[src/rtl/sdram_cmd_monitor_if.sv]
// SDRAM command bus as seen by the passive monitor, plus the monitor's status outputs.
// The master side drives the bus; the monitor (slave) only observes it.
interface sdram_cmd_monitor_if #(
   parameter int ERR_CNT_W = 8
);
   logic [11:0]          SA;
   logic [1:0]           BA;
   logic [1:0]           CS_N;
   logic                 CKE;
   logic                 RAS_N;
   logic                 CAS_N;
   logic                 WE_N;
   logic [1:0]           DQM;
   logic                 Clear_Errors;

   logic                 Cmd_Valid;
   logic [2:0]           Cmd_Code;
   logic [11:0]          Mode_Reg;
   logic                 Mode_Valid;
   logic [3:0]           Burst_Len;
   logic [1:0]           Cas_Lat;
   logic [3:0]           Bank_Open;
   logic [4:0]           Err_Flags;
   logic [ERR_CNT_W-1:0] Err_Count;
   logic                 Masked_Write;

   modport master (
      output SA, BA, CS_N, CKE, RAS_N, CAS_N, WE_N, DQM, Clear_Errors,
      input  Cmd_Valid, Cmd_Code, Mode_Reg, Mode_Valid, Burst_Len, Cas_Lat,
             Bank_Open, Err_Flags, Err_Count, Masked_Write
   );

   modport slave (
      input  SA, BA, CS_N, CKE, RAS_N, CAS_N, WE_N, DQM, Clear_Errors,
      output Cmd_Valid, Cmd_Code, Mode_Reg, Mode_Valid, Burst_Len, Cas_Lat,
             Bank_Open, Err_Flags, Err_Count, Masked_Write
   );
endinterface

[src/rtl/sdram_cmd_monitor.sv]
// Passive SDRAM command decoder: bank tracking, mode capture, tMRD/tRCD/bank-state checks.
// Latency 1 cycle on every output; never drives the bus and applies no backpressure.
module sdram_cmd_monitor #(
   parameter int TMRD      = 2,
   parameter int TRCD      = 2,
   parameter int ERR_CNT_W = 8
) (
   input logic           clk,
   input logic           Reset,
   sdram_cmd_monitor_if.slave bus
);
   localparam logic [2:0] CMD_NOP = 3'b111;
   localparam logic [2:0] CMD_ACT = 3'b011;
   localparam logic [2:0] CMD_RD  = 3'b101;
   localparam logic [2:0] CMD_WR  = 3'b100;
   localparam logic [2:0] CMD_PRE = 3'b010;
   localparam logic [2:0] CMD_REF = 3'b001;
   localparam logic [2:0] CMD_LMR = 3'b000;

   localparam logic [2:0] TMRD_LD = 3'(TMRD - 1);
   localparam logic [2:0] TRCD_LD = 3'(TRCD - 1);

   typedef enum logic {MODE_IDLE, MODE_WAIT} mode_st_e;

   mode_st_e             mode_st_q, mode_st_d;
   logic [2:0]           tmrd_q, tmrd_d;
   logic [3:0][2:0]      trcd_q, trcd_d;
   logic [3:0]           bank_open_q, bank_open_d;
   logic [11:0]          mode_reg_q, mode_reg_d;
   logic                 mode_valid_q, mode_valid_d;
   logic                 cmd_valid_q, cmd_valid_d;
   logic [2:0]           cmd_code_q, cmd_code_d;
   logic [4:0]           err_flags_q, err_flags_d;
   logic [ERR_CNT_W-1:0] err_count_q, err_count_d;
   logic                 masked_q, masked_d;

   logic [2:0] code;
   logic       cmd_vld;
   logic [4:0] err;

   assign code    = {bus.RAS_N, bus.CAS_N, bus.WE_N};
   assign cmd_vld = bus.CKE && (bus.CS_N != 2'b11) && (code != CMD_NOP);

   always_comb begin
      mode_st_d    = mode_st_q;
      tmrd_d       = tmrd_q;
      trcd_d       = trcd_q;
      bank_open_d  = bank_open_q;
      mode_reg_d   = mode_reg_q;
      mode_valid_d = mode_valid_q;
      cmd_code_d   = cmd_code_q;
      cmd_valid_d  = cmd_vld;
      masked_d     = 1'b0;
      err_flags_d  = err_flags_q;
      err_count_d  = err_count_q;
      err          = '0;

      // Timing counters only advance on cycles the SDRAM actually sees a clock.
      if (bus.CKE) begin
         for (int b = 0; b < 4; b++) begin
            if (trcd_q[b] != 3'd0) trcd_d[b] = trcd_q[b] - 3'd1;
         end
         if (mode_st_q == MODE_WAIT) begin
            tmrd_d = tmrd_q - 3'd1;
            if (tmrd_q == 3'd1) mode_st_d = MODE_IDLE;
         end
      end

      if (cmd_vld) begin
         cmd_code_d = code;
         if (mode_st_q == MODE_WAIT) err[2] = 1'b1;
         case (code)
            CMD_ACT: begin
               err[1]              = bank_open_q[bus.BA];
               bank_open_d[bus.BA] = 1'b1;
               trcd_d[bus.BA]      = TRCD_LD;
            end
            CMD_RD, CMD_WR: begin
               err[0] = !bank_open_q[bus.BA];
               err[4] = (trcd_q[bus.BA] != 3'd0);
               if (bus.SA[10]) bank_open_d[bus.BA] = 1'b0;
               masked_d = (code == CMD_WR) && (bus.DQM == 2'b11);
            end
            CMD_PRE: begin
               if (bus.SA[10]) bank_open_d = '0;
               else            bank_open_d[bus.BA] = 1'b0;
            end
            CMD_REF: err[3] = |bank_open_q;
            CMD_LMR: begin
               err[3]       = |bank_open_q;
               mode_reg_d   = bus.SA;
               mode_valid_d = 1'b1;
               tmrd_d       = TMRD_LD;
               mode_st_d    = (TMRD_LD != 3'd0) ? MODE_WAIT : MODE_IDLE;
            end
            default: ;
         endcase
      end

      // A violation coincident with a clear survives it as a fresh count of one.
      if (bus.Clear_Errors) begin
         err_flags_d = err;
         err_count_d = (|err) ? ERR_CNT_W'(1) : '0;
      end else if (|err) begin
         err_flags_d = err_flags_q | err;
         if (err_count_q != '1) err_count_d = err_count_q + ERR_CNT_W'(1);
      end
   end

   always_ff @(posedge clk) begin
      if (Reset) begin
         mode_st_q    <= MODE_IDLE;
         tmrd_q       <= '0;
         trcd_q       <= '0;
         bank_open_q  <= '0;
         mode_reg_q   <= '0;
         mode_valid_q <= 1'b0;
         cmd_valid_q  <= 1'b0;
         cmd_code_q   <= CMD_NOP;
         err_flags_q  <= '0;
         err_count_q  <= '0;
         masked_q     <= 1'b0;
      end else begin
         mode_st_q    <= mode_st_d;
         tmrd_q       <= tmrd_d;
         trcd_q       <= trcd_d;
         bank_open_q  <= bank_open_d;
         mode_reg_q   <= mode_reg_d;
         mode_valid_q <= mode_valid_d;
         cmd_valid_q  <= cmd_valid_d;
         cmd_code_q   <= cmd_code_d;
         err_flags_q  <= err_flags_d;
         err_count_q  <= err_count_d;
         masked_q     <= masked_d;
      end
   end

   always_comb begin
      case (mode_reg_q[2:0])
         3'd0:    bus.Burst_Len = 4'd1;
         3'd1:    bus.Burst_Len = 4'd2;
         3'd2:    bus.Burst_Len = 4'd4;
         3'd3:    bus.Burst_Len = 4'd8;
         default: bus.Burst_Len = 4'd0;
      endcase
   end

   assign bus.Cas_Lat      = mode_reg_q[5:4];
   assign bus.Cmd_Valid    = cmd_valid_q;
   assign bus.Cmd_Code     = cmd_code_q;
   assign bus.Mode_Reg     = mode_reg_q;
   assign bus.Mode_Valid   = mode_valid_q;
   assign bus.Bank_Open    = bank_open_q;
   assign bus.Err_Flags    = err_flags_q;
   assign bus.Err_Count    = err_count_q;
   assign bus.Masked_Write = masked_q;
endmodule

[src/flat_wrapper.sv]
// flat-port wrapper written by rule: the top's interface ports become plain ports
module sdram_cmd_monitor_flat 
#(
   parameter int TMRD      = 2,
   parameter int TRCD      = 2,
   parameter int ERR_CNT_W = 8
)
  (clk, Reset, bus_SA, bus_BA, bus_CS_N, bus_CKE, bus_RAS_N, bus_CAS_N, bus_WE_N, bus_DQM, bus_Clear_Errors, bus_Cmd_Valid, bus_Cmd_Code, bus_Mode_Reg, bus_Mode_Valid, bus_Burst_Len, bus_Cas_Lat, bus_Bank_Open, bus_Err_Flags, bus_Err_Count, bus_Masked_Write);
  sdram_cmd_monitor_if #(.ERR_CNT_W(ERR_CNT_W)) bus_i ();
  input logic clk;
  input logic Reset;
  input wire logic [$bits(bus_i.SA)-1:0] bus_SA;
  input wire logic [$bits(bus_i.BA)-1:0] bus_BA;
  input wire logic [$bits(bus_i.CS_N)-1:0] bus_CS_N;
  input wire logic [$bits(bus_i.CKE)-1:0] bus_CKE;
  input wire logic [$bits(bus_i.RAS_N)-1:0] bus_RAS_N;
  input wire logic [$bits(bus_i.CAS_N)-1:0] bus_CAS_N;
  input wire logic [$bits(bus_i.WE_N)-1:0] bus_WE_N;
  input wire logic [$bits(bus_i.DQM)-1:0] bus_DQM;
  input wire logic [$bits(bus_i.Clear_Errors)-1:0] bus_Clear_Errors;
  output wire logic [$bits(bus_i.Cmd_Valid)-1:0] bus_Cmd_Valid;
  output wire logic [$bits(bus_i.Cmd_Code)-1:0] bus_Cmd_Code;
  output wire logic [$bits(bus_i.Mode_Reg)-1:0] bus_Mode_Reg;
  output wire logic [$bits(bus_i.Mode_Valid)-1:0] bus_Mode_Valid;
  output wire logic [$bits(bus_i.Burst_Len)-1:0] bus_Burst_Len;
  output wire logic [$bits(bus_i.Cas_Lat)-1:0] bus_Cas_Lat;
  output wire logic [$bits(bus_i.Bank_Open)-1:0] bus_Bank_Open;
  output wire logic [$bits(bus_i.Err_Flags)-1:0] bus_Err_Flags;
  output wire logic [$bits(bus_i.Err_Count)-1:0] bus_Err_Count;
  output wire logic [$bits(bus_i.Masked_Write)-1:0] bus_Masked_Write;
  assign bus_i.SA = bus_SA;
  assign bus_i.BA = bus_BA;
  assign bus_i.CS_N = bus_CS_N;
  assign bus_i.CKE = bus_CKE;
  assign bus_i.RAS_N = bus_RAS_N;
  assign bus_i.CAS_N = bus_CAS_N;
  assign bus_i.WE_N = bus_WE_N;
  assign bus_i.DQM = bus_DQM;
  assign bus_i.Clear_Errors = bus_Clear_Errors;
  assign bus_Cmd_Valid = bus_i.Cmd_Valid;
  assign bus_Cmd_Code = bus_i.Cmd_Code;
  assign bus_Mode_Reg = bus_i.Mode_Reg;
  assign bus_Mode_Valid = bus_i.Mode_Valid;
  assign bus_Burst_Len = bus_i.Burst_Len;
  assign bus_Cas_Lat = bus_i.Cas_Lat;
  assign bus_Bank_Open = bus_i.Bank_Open;
  assign bus_Err_Flags = bus_i.Err_Flags;
  assign bus_Err_Count = bus_i.Err_Count;
  assign bus_Masked_Write = bus_i.Masked_Write;
  sdram_cmd_monitor #(.TMRD(TMRD), .TRCD(TRCD), .ERR_CNT_W(ERR_CNT_W)) u_core (.clk(clk), .Reset(Reset), .bus(bus_i));
endmodule
[config.mk]
export PLATFORM = sky130hd
export DESIGN_NAME = sdram_cmd_monitor_flat
export DESIGN_NICKNAME = d
export VERILOG_FILES = /design/src/rtl/sdram_cmd_monitor_if.sv /design/src/rtl/sdram_cmd_monitor.sv /design/src/flat_wrapper.sv
export SDC_FILE = /design/constraint.sdc
export NUM_CORES = 1
export LEC_CHECK = 0
export ABC_AREA = 1
export CAP_MARGIN = 40
export CORE_MARGIN = 8
export CORE_UTILIZATION = 40
export DETAILED_ROUTE_END_ITERATION = 8
export PLACE_DENSITY = 0.68
export SLEW_MARGIN = 25
export SYNTH_ARGS = -nofsm -noshare
export SYNTH_HDL_FRONTEND = slang
export SYNTH_SLANG_ARGS = --single-unit
[constraint.sdc]
create_clock -name clk -period 1.7 [get_ports clk]
set_input_delay 0.34 -clock clk [delete_from_list [all_inputs] [get_ports clk]]
set_output_delay 0.34 -clock clk [all_outputs]
set_load 0.005 [all_outputs]
==> reports/results.txt, run 1 <==
Data arrives at the worst endpoint at 1.29 ns. The run gives 0.404 as the initial core utilization. In the synthesized netlist, the number of instances is 363.

The number of max-capacitance violations reported came out at 0. The setup path with the least slack is of type reg2out. The worst slew margin relative to its limit was 0.813. The placer's final routability congestion estimate is 0.814. At the pin with the least slew margin, the transition time is 0.281 ns. The fmax came out at 0.612 GHz.

The later pin in the worst-skew pair is clocked with a latency of 0.32 ns. Yosys attributes the largest share of cell area to dfxtp_1, nand2_1, nor2_1. Summing internal, switching and leakage power gives 0.00303 W. Power spread over the standard cell area amounts to 827 nW/um2. Entering global routing, the biggest net connects 22 pins. In this run the worst hold path is classified as reg2reg. The post-synthesis simple-gate area fraction came out at 0.306. STA classifies the critical path endpoint as an output port. In this run, synthesis produced a sequential element count of 51.

Number of antenna violations at the first check in global routing: 0. The slowest stage of the critical path belongs to the cell clkdlybuf4s50_1. The die footprint is 9100 um2. The floorplan step set the die height to 95.4 um.

The run gives 51 as the clock sink total. Counting along the longest clock path gives a buffer depth of 2. TritonCTS built the clock tree. Traced cell by cell, the critical path runs through clkdlybuf4s50_1. For this design the static power due to leakage is 1.61 nW. Across the VDD grid, the largest voltage drop is 0.656 mV.

The run gives 0.0113 ns as the largest clock skew in the final design. The multiplexer share of the synthesized area is 0. The combined area of all synthesized cells was 2520 um2; the adder and majority gate portion of the synthesized area was 0.0546. Period utilization: 0.961.

The number of buffer and inverter stages on the critical path is 1. The die is 95.4 um wide. The xor/xnor cell area share of the yosys netlist is 0.00694. The maximum fanout encountered on the critical timing path was 5. Once detail routing completed, the nets flagged for antenna violations numbered 0.

The synthesized netlist contains 29 unique library cells. The flow ran to the end, and the final reports show no timing, DRC or antenna violations. The dominant combinational cell family by area after synthesis is simple AND/OR/NAND/NOR gates. The run gives 0.0386 as the global-route met3 utilization. The tools report the core area as 6240 um2. The synthesized netlist net count is 399. Fill cells in the final layout number 584. In this design, the stage delay of the slowest critical-path cell is 0.55 ns. After global routing, the most crowded layer is met2.

The run gives 0 as the number of max-slew violations in the final report. The tools report the worst endpoint required time as 1.36 ns. The count of buffers added on input and output ports is 65. Number of hold-slack violations in the final timing report: 0. The total global routing track utilization is 0.157. The share of synthesized area occupied by flip-flops and latches came out at 0.405.

The post-layout instance area is 3670 um2, and the via count of the first global-routing pass is 2509. The logs give 0 for the number of buffers inserted by hold repair at cts and 11500 um for the global-route wire length before repair. The number of placed instances, taps included, is 533. Summed over all instances, the cell type with the most area after synthesis is dfxtp_1.

The async set or reset register ratio after synthesis came out at 0. Number of setup violations in the final report: 0. Clock tree synthesis selected as its root buffer the cell clkbuf_8.

The first detailed-routing pass ran for 4 iterations. Each instance of the synthesized netlist takes up on average 6.95 um2. The repair_antennas step left the layout with diodes totalling 0. The post-synthesis compound-gate area fraction is 0.148.

Synthesis-to-finish area growth: 45.3%. Dividing the detail-routed wire length by the instance count gives 12.5 um. In this run the critical register-to-register path is launched from u_core.bus.Err_Count[0]$_SDFFE_PP0P_.

Summing all placed instances gives a cell area of 3520 um2. For this run, design rule violations remaining after detail routing come to 0. The final standard cell utilization of the core was 0.587; the number of DRC violations after detailed-routing iteration 0 was 84. The tools report the TritonCTS buffer count as 5. The number of synthesized flops with an enable pin came out at 0. Summed over all nets, the half-perimeter wirelength after detailed placement is 5290 um.

The total number of nets in the final design came out at 499. Setup repair after global routing could not meet its margin everywhere. The tools report the number of warnings issued by yosys as 0.

The kind of cell with the highest combined delay on the critical path is buffers and inverters. STA classifies the critical path startpoint as a register. The worst hold path begins at u_core.trcd_q[10]$_SDFF_PP0_. The final hold slack is 0.463 ns. Leading register cell type out of synthesis: dfxtp_1.

The clock edge transition at the registers on the reported setup and hold paths was 0.09 ns; the number of vias per cell was 4.75. Number of top-level pins: 66. The startpoint of the worst setup timing path was u_core.bus.Err_Count[6]$_SDFFE_PP0P_. The number of vias after detailed routing is 2569. The smallest clock period supported by the final layout is computed as 1.63 ns. In this run the number of H-tree levels came out at 2. The proportion of layout cells with a drive suffix above 1 is 0.159. The logs give 0.190 for the met1 routing resource usage after global routing and 0.266 for the met2 demand-to-capacity share in global routing. The remaining global-route overflow was 0. The standard-cell row count is 29, and the post-layout instance count excluding filler cells is 541. Summed over all layers, the routed wires come to 6770 um. The top-area cell type share of the netlist area is 0.405.
[synth_stat cells (2+ instances only)]
library cell and number:
nor2_1 63, inv_2 3, a21oi_2 3, ha_1 11, or2_2 4, nand2_2 3, nor3_1 8, dfxtp_1 51
buf_2 2, o21ai_0 24, nand3_1 19, xor2_1 2, inv_1 37, clkbuf_1 5, a211oi_1 4, a31oi_1 4
buf_4 2, o211ai_1 3, nand2_1 81, a21oi_1 25
[what timing repair did]
item                                    4_1_cts  5_1_grt
buffers inserted                              0        0
gates resized for setup                       9       14
endpoints found under the setup margin       10       10
gates cloned                                  0        0
pin swaps                                     1        3
[worst paths after layout]
path                            slack (ns)  depth (start not counted)                                   end
worst max-delay path                  0.07                          1                      bus_Err_Count[6]
worst min-delay path                  0.46                          2          u_core.trcd_q[10]$_SDFF_PP0_
worst max register to register        0.18                         10  u_core.bus.Err_Count[4]$_SDFFE_PP0P_
worst min register to register        0.46                          2          u_core.trcd_q[10]$_SDFF_PP0_
[stage by stage]
step	TNS, ns	worst slack [ns]
after floorplan	0	0.156
after global placement	-5.77	-0.298
after detailed placement	-7.15	-0.381
after CTS	0	0.0288
after global routing	-0.0105	-0.0105
final	0	0.0667
[report_power, final]
| group | internal [W] | leakage, nW | switching [W] |
|---|---|---|---|
| combinational | 0.000439 | 1.15 | 0.000478 |
| sequential | 0.00131 | 0.417 | 0.0000668 |
| clock | 0.000299 | 0.0489 | 0.000437 |
| total | 0.00205 | 1.61 | 0.000982 |
[area by class of cell]
| type | instances | area [um2] | share of cell area |
|---|---|---|---|
| multi-input combinational | 261 | 1350 | 0.369 |
| sequential | 51 | 1020 | 0.279 |
| timing repair buffer | 103 | 948 | 0.259 |
| inverter | 41 | 154 | 0.0420 |
| tap | 77 | 96.3 | 0.0263 |
| clock buffer | 5 | 68.8 | 0.0188 |
| clock inverter | 3 | 22.5 | 0.00614 |
[registers in the layout, summed over array words and instances (netlist names)]
name	count
u_core.bus.Mode_Reg	12
u_core.trcd_q	12
u_core.bus.Err_Count	8
u_core.bus.Err_Flags	5
u_core.bus.Bank_Open	4
u_core.bus.Cmd_Code	3
u_core.tmrd_q	3
u_core.bus.Cmd_Valid	1
u_core.bus.Masked_Write	1
u_core.bus.Mode_Valid	1
u_core.mode_st_q	1
[cell usage in the layout (no fill, tap or decap)]
| cell | synthesis | final |
|---|---|---|
| a211oi_1 | 4 | 4 |
| a21oi_1 | 25 | 25 |
| a21oi_2 | 3 | 3 |
| a31oi_1 | 4 | 4 |
| buf_12 | 0 | 1 |
| buf_4 | 2 | 37 |
| clkbuf_8 | 0 | 5 |
| clkdlybuf4s50_1 | 0 | 56 |
| clkinv_1 | 1 | 1 |
| clkinv_2 | 0 | 1 |
| dfxtp_1 | 51 | 49 |
| dfxtp_2 | 0 | 2 |
| dlygate4sd2_1 | 0 | 6 |
| dlymetal6s2s_1 | 0 | 3 |
| ha_1 | 11 | 11 |
| inv_1 | 37 | 36 |
| inv_2 | 3 | 4 |
| inv_6 | 0 | 2 |
| nand2_1 | 81 | 79 |
| nand2_2 | 3 | 4 |
| nand2_4 | 1 | 1 |
| nand2_8 | 0 | 1 |
| nand3_1 | 19 | 17 |
| nand3_2 | 0 | 1 |
| nand3_4 | 1 | 2 |
| nand4_1 | 1 | 1 |
| nor2_1 | 63 | 61 |
| nor2_2 | 1 | 2 |
| nor2_4 | 0 | 1 |
| nor3_1 | 8 | 8 |
| nor3_4 | 0 | 1 |
| o211ai_1 | 3 | 3 |
| o21ai_0 | 24 | 24 |
| o21ai_2 | 1 | 1 |
| o21ai_4 | 1 | 1 |
| or2_2 | 4 | 4 |
| xor2_1 | 2 | 2 |
[metal layers]
metal | vias to the layer above | wire [um]
met5 | - | 0
met4 | 0 | 98
met3 | 9 | 295
met2 | 33 | 3180
met1 | 1161 | 3190
li1 | 1366 | -
[cell families (layout without fill, tap and decap cells)]
logic type	after synthesis	count (layout)
XOR/XNOR	2	2
AO/OA/AOI/OAI	65	65
adder cells (fa/ha/maj)	11	11
flip-flops	51	51
buffers and inverters	51	152
AND/OR/NAND/NOR	183	183
Note: power is estimated with default switching activity, not from simulation.
==> run 2: changes to the inputs <==
Settings changed: MAX_ROUTING_LAYER set to met4.
==> run 2 against run 1 <==
Compared with the run above: non-clock buffer count stayed put; die area stayed put; register-to-register slack hardly changed; count of clock-buffer cells in the layout stayed put; fmax stayed put; first-iteration DRC count is 2.4% higher; highest routed layer unchanged; clock skew stayed put; worst setup slack stayed put; critical path type unchanged.
==> reports/results.txt, run 2 (same netlist as run 1, synthesis figures left out) <==
The run finished with clean final reports. The switching power as a share of total power is 0.323 (-0.000334), and the internal power consumption is 0.00205 W (about the same). The initial core utilization is 0.404 (unchanged). The tools report the sequential share of power as 0.455 (about the same). The worst hold path terminates at u_core.trcd_q[10]$_SDFF_PP0_. The run gives 0.000981 W (-0.15%) as the switching component of the power. Register-to-register path setup slack: 0.18 ns (about the same).

The tightest min-delay check is of the reg2reg type. The logs give 0 (unchanged) for the number of hold-slack violations in the final timing report and 22 (unchanged) for the largest net degree at the start of global routing. The number of buffers inserted by hold repair at cts was 0 (unchanged).

The worst slew margin relative to its limit was 0.813 (about the same). The core area was 6240 um2 (unchanged). The standard-cell row count was 29 (unchanged). STA classifies the critical path endpoint as an output port. Count of TritonRoute iterations in the first routing pass: 4 (unchanged). Areal power density over the cells: 827 nW/um2 (about the same).

The highest ir drop seen on vdd was 0.656 mV (about the same); the static leakage was 1.61 nW (unchanged). The maximum fanout encountered on the critical timing path was 5 (unchanged). The logs give 2 (unchanged) for the maximum count of clock buffers along a single path and 0 (unchanged) for the post-CTS repair timing setup buffer count. The data arrival time of the critical path is 1.29 ns (about the same), and the number of antenna violations at the first check in global routing is 0 (unchanged). For the setup total negative slack, the log shows 0 ns (unchanged).

The fmax was 0.612 GHz (unchanged); the longest individual stage delay on the worst path was 0.55 ns (about the same). The minimum period implied by the final worst setup slack was 1.63 ns (unchanged); the number of levels the H-tree was split into was 2 (unchanged). The TritonCTS buffer count was 5 (unchanged). The die extent in y was 95.4 um (unchanged). The top cell types in the final layout, fill and taps aside, are nand2_1, nor2_1, clkdlybuf4s50_1.

The run gives 0 (unchanged) as the number of setup violations in the final report. The final routed wire length divided by cell count was 12.5 um (about the same). The worst hold path cell count is 2 (unchanged). The tools report the number of vias after detailed routing as 2567 (-0.078%). Cell depth of the worst flop-to-flop path: 10 (unchanged).

The number of vias per cell is 4.74 (about the same). Horizontal extent of the die: 95.4 um (unchanged). The number of nets with antenna violations after detailed routing is 0 (unchanged), and the number of buffer and inverter stages on the critical path is 1 (unchanged). For the placer's final routability congestion estimate, the log shows 0.826 (+1.5%).

TritonCTS built the clock tree. The largest clock skew in the final design came out at 0.0113 ns (unchanged). Synthesis-to-finish area growth: 45.3% (unchanged). The period utilization was 0.961 (unchanged). The proportion of layout cells with a drive suffix above 1 works out to 0.159 (unchanged).

Walking the worst path, the cells encountered are clkdlybuf4s50_1. The logs give 9100 um2 (unchanged) for the die footprint and 0.162 (+0.00494) for the total global routing track utilization. The global-route wire length before repair is 11500 um (unchanged), and the half-perimeter wire length after placement is 5290 um (unchanged).

For the final standard cell utilization of the core, the log shows 0.587 (unchanged). The worst setup path is of the reg2out kind. The later-pin clock latency in the skew report was 0.32 ns (about the same). The tools report the clock sink total as 51 (unchanged). The run gives 0.303 (about the same) as the combinational cell fraction of total power.

CTS placed an instance of clkbuf_8 at the clock tree root. The tools report the count of unresolved DRC violations after routing as 0 (unchanged). The slowest library cell on the worst path is clkdlybuf4s50_1.

The startpoint of the lowest-slack hold path is u_core.trcd_q[10]$_SDFF_PP0_. The remaining global-route overflow is 0 (unchanged). STA classifies the critical path startpoint as a register.

The total number of nets in the final design was 499 (unchanged); the proportion of power drawn by the clock network was 0.242 (about the same). The transition time at the pin with the least slew margin was 0.281 ns (+0.0000498 ns). The count of buffers from port buffering came out at 65 (unchanged). The logs give 6760 um (about the same) for the total detailed-routing wirelength and 0 (unchanged) for the number of max-capacitance violations reported.

The run gives 0 (unchanged) as the antenna cell count. Leaving out fill and tap cells, the most frequent cell in the layout is nand2_1. The tools report the final hold slack as 0.463 ns (unchanged). Setup repair after global routing could not meet its margin everywhere.

The logs give 66 (unchanged) for the number of top-level pins and 1.36 ns (about the same) for the worst endpoint required time. The number of max-slew violations in the final report was 0 (unchanged). The clock edge transition at the registers on the reported setup and hold paths is 0.09 ns (about the same).

The kind of cell with the highest combined delay on the critical path is buffers and inverters. The via count of the first global-routing pass is 2510 (+0.040%). Number of DRC violations after detailed-routing iteration 0: 86 (+2.4%).

The origin of the critical flop-to-flop path is u_core.bus.Err_Count[0]$_SDFFE_PP0P_. The worst register-to-register path ends at u_core.bus.Err_Count[4]$_SDFFE_PP0P_.
==> run 2: cell counts in the layout (fill, tap and decap cells not counted) <==
No cell type changed its count.
==> run 2: per-stage QoR <==
step	instance area [um2]	setup WS (ns)	cells	total power [W]
after detailed placement	3520	-0.381	533	0.00232
after global routing	3670	-0.00980	541	0.00326
after global placement	3520	-0.298	533	0.00229
final	3670	0.0667	541	0.00303
after floorplan	2520	0.156	363	0.00196
after CTS	3610	0.0288	541	0.00305
==> run 2: layout make-up <==
type,count,area (um2)
Sequential cell,51,1020
Multi-Input combinational cell,261,1350
Fill cell,584,2570
Clock inverter,3,22.5
Tap cell,77,96.3
Clock buffer,5,68.8
Timing Repair Buffer,103,948
Inverter,41,154
==> run 2: power groups by stage <==
| stage | Combinational [W] | Sequential (W) | Clock [W] |
|---|---|---|---|
| global route | 0.00105 | 0.00140 | 0.000806 |
| detailed placement | 0.000909 | 0.00141 | 0 |
| floorplan | 0.000557 | 0.00140 | 0 |
| global placement | 0.000883 | 0.00140 | 0 |
| finish | 0.000918 | 0.00138 | 0.000734 |
| CTS | 0.000913 | 0.00138 | 0.000753 |
==> run 2: worst max path at each step <==
stage / startpoint / end / depth (start not counted)
final: u_core.bus.Err_Count[6]$_SDFFE_PP0P_ / bus_Err_Count[6] / 1
after global routing: bus_CS_N[0] / u_core.bus.Err_Count[1]$_SDFFE_PP0P_ / 12
after CTS: bus_RAS_N / u_core.bus.Err_Count[4]$_SDFFE_PP0P_ / 11
after detailed placement: bus_BA[0] / u_core.bus.Err_Count[4]$_SDFFE_PP0P_ / 14
after global placement: bus_BA[0] / u_core.bus.Err_Count[4]$_SDFFE_PP0P_ / 14
after floorplan: u_core.bus.Err_Count[0]$_SDFFE_PP0P_ / u_core.bus.Err_Count[2]$_SDFFE_PP0P_ / 10
==> run 2: what timing repair did <==
| item | in CTS | in global routing |
|---|---|---|
| setup endpoints to repair | 10 | 10 |
| gates resized for setup | 9 | 14 |
| pin swaps | 1 | 3 |
==> run 2: routing by layer <==
metal | track usage | wire length, um | vias to the layer above
met5 | - | 0 | -
met4 | 0.0551 | 98 | 0
met3 | 0.0386 | 295 | 9
met2 | 0.265 | 3180 | 33
met1 | 0.191 | 3190 | 1159
li1 | - | - | 1366
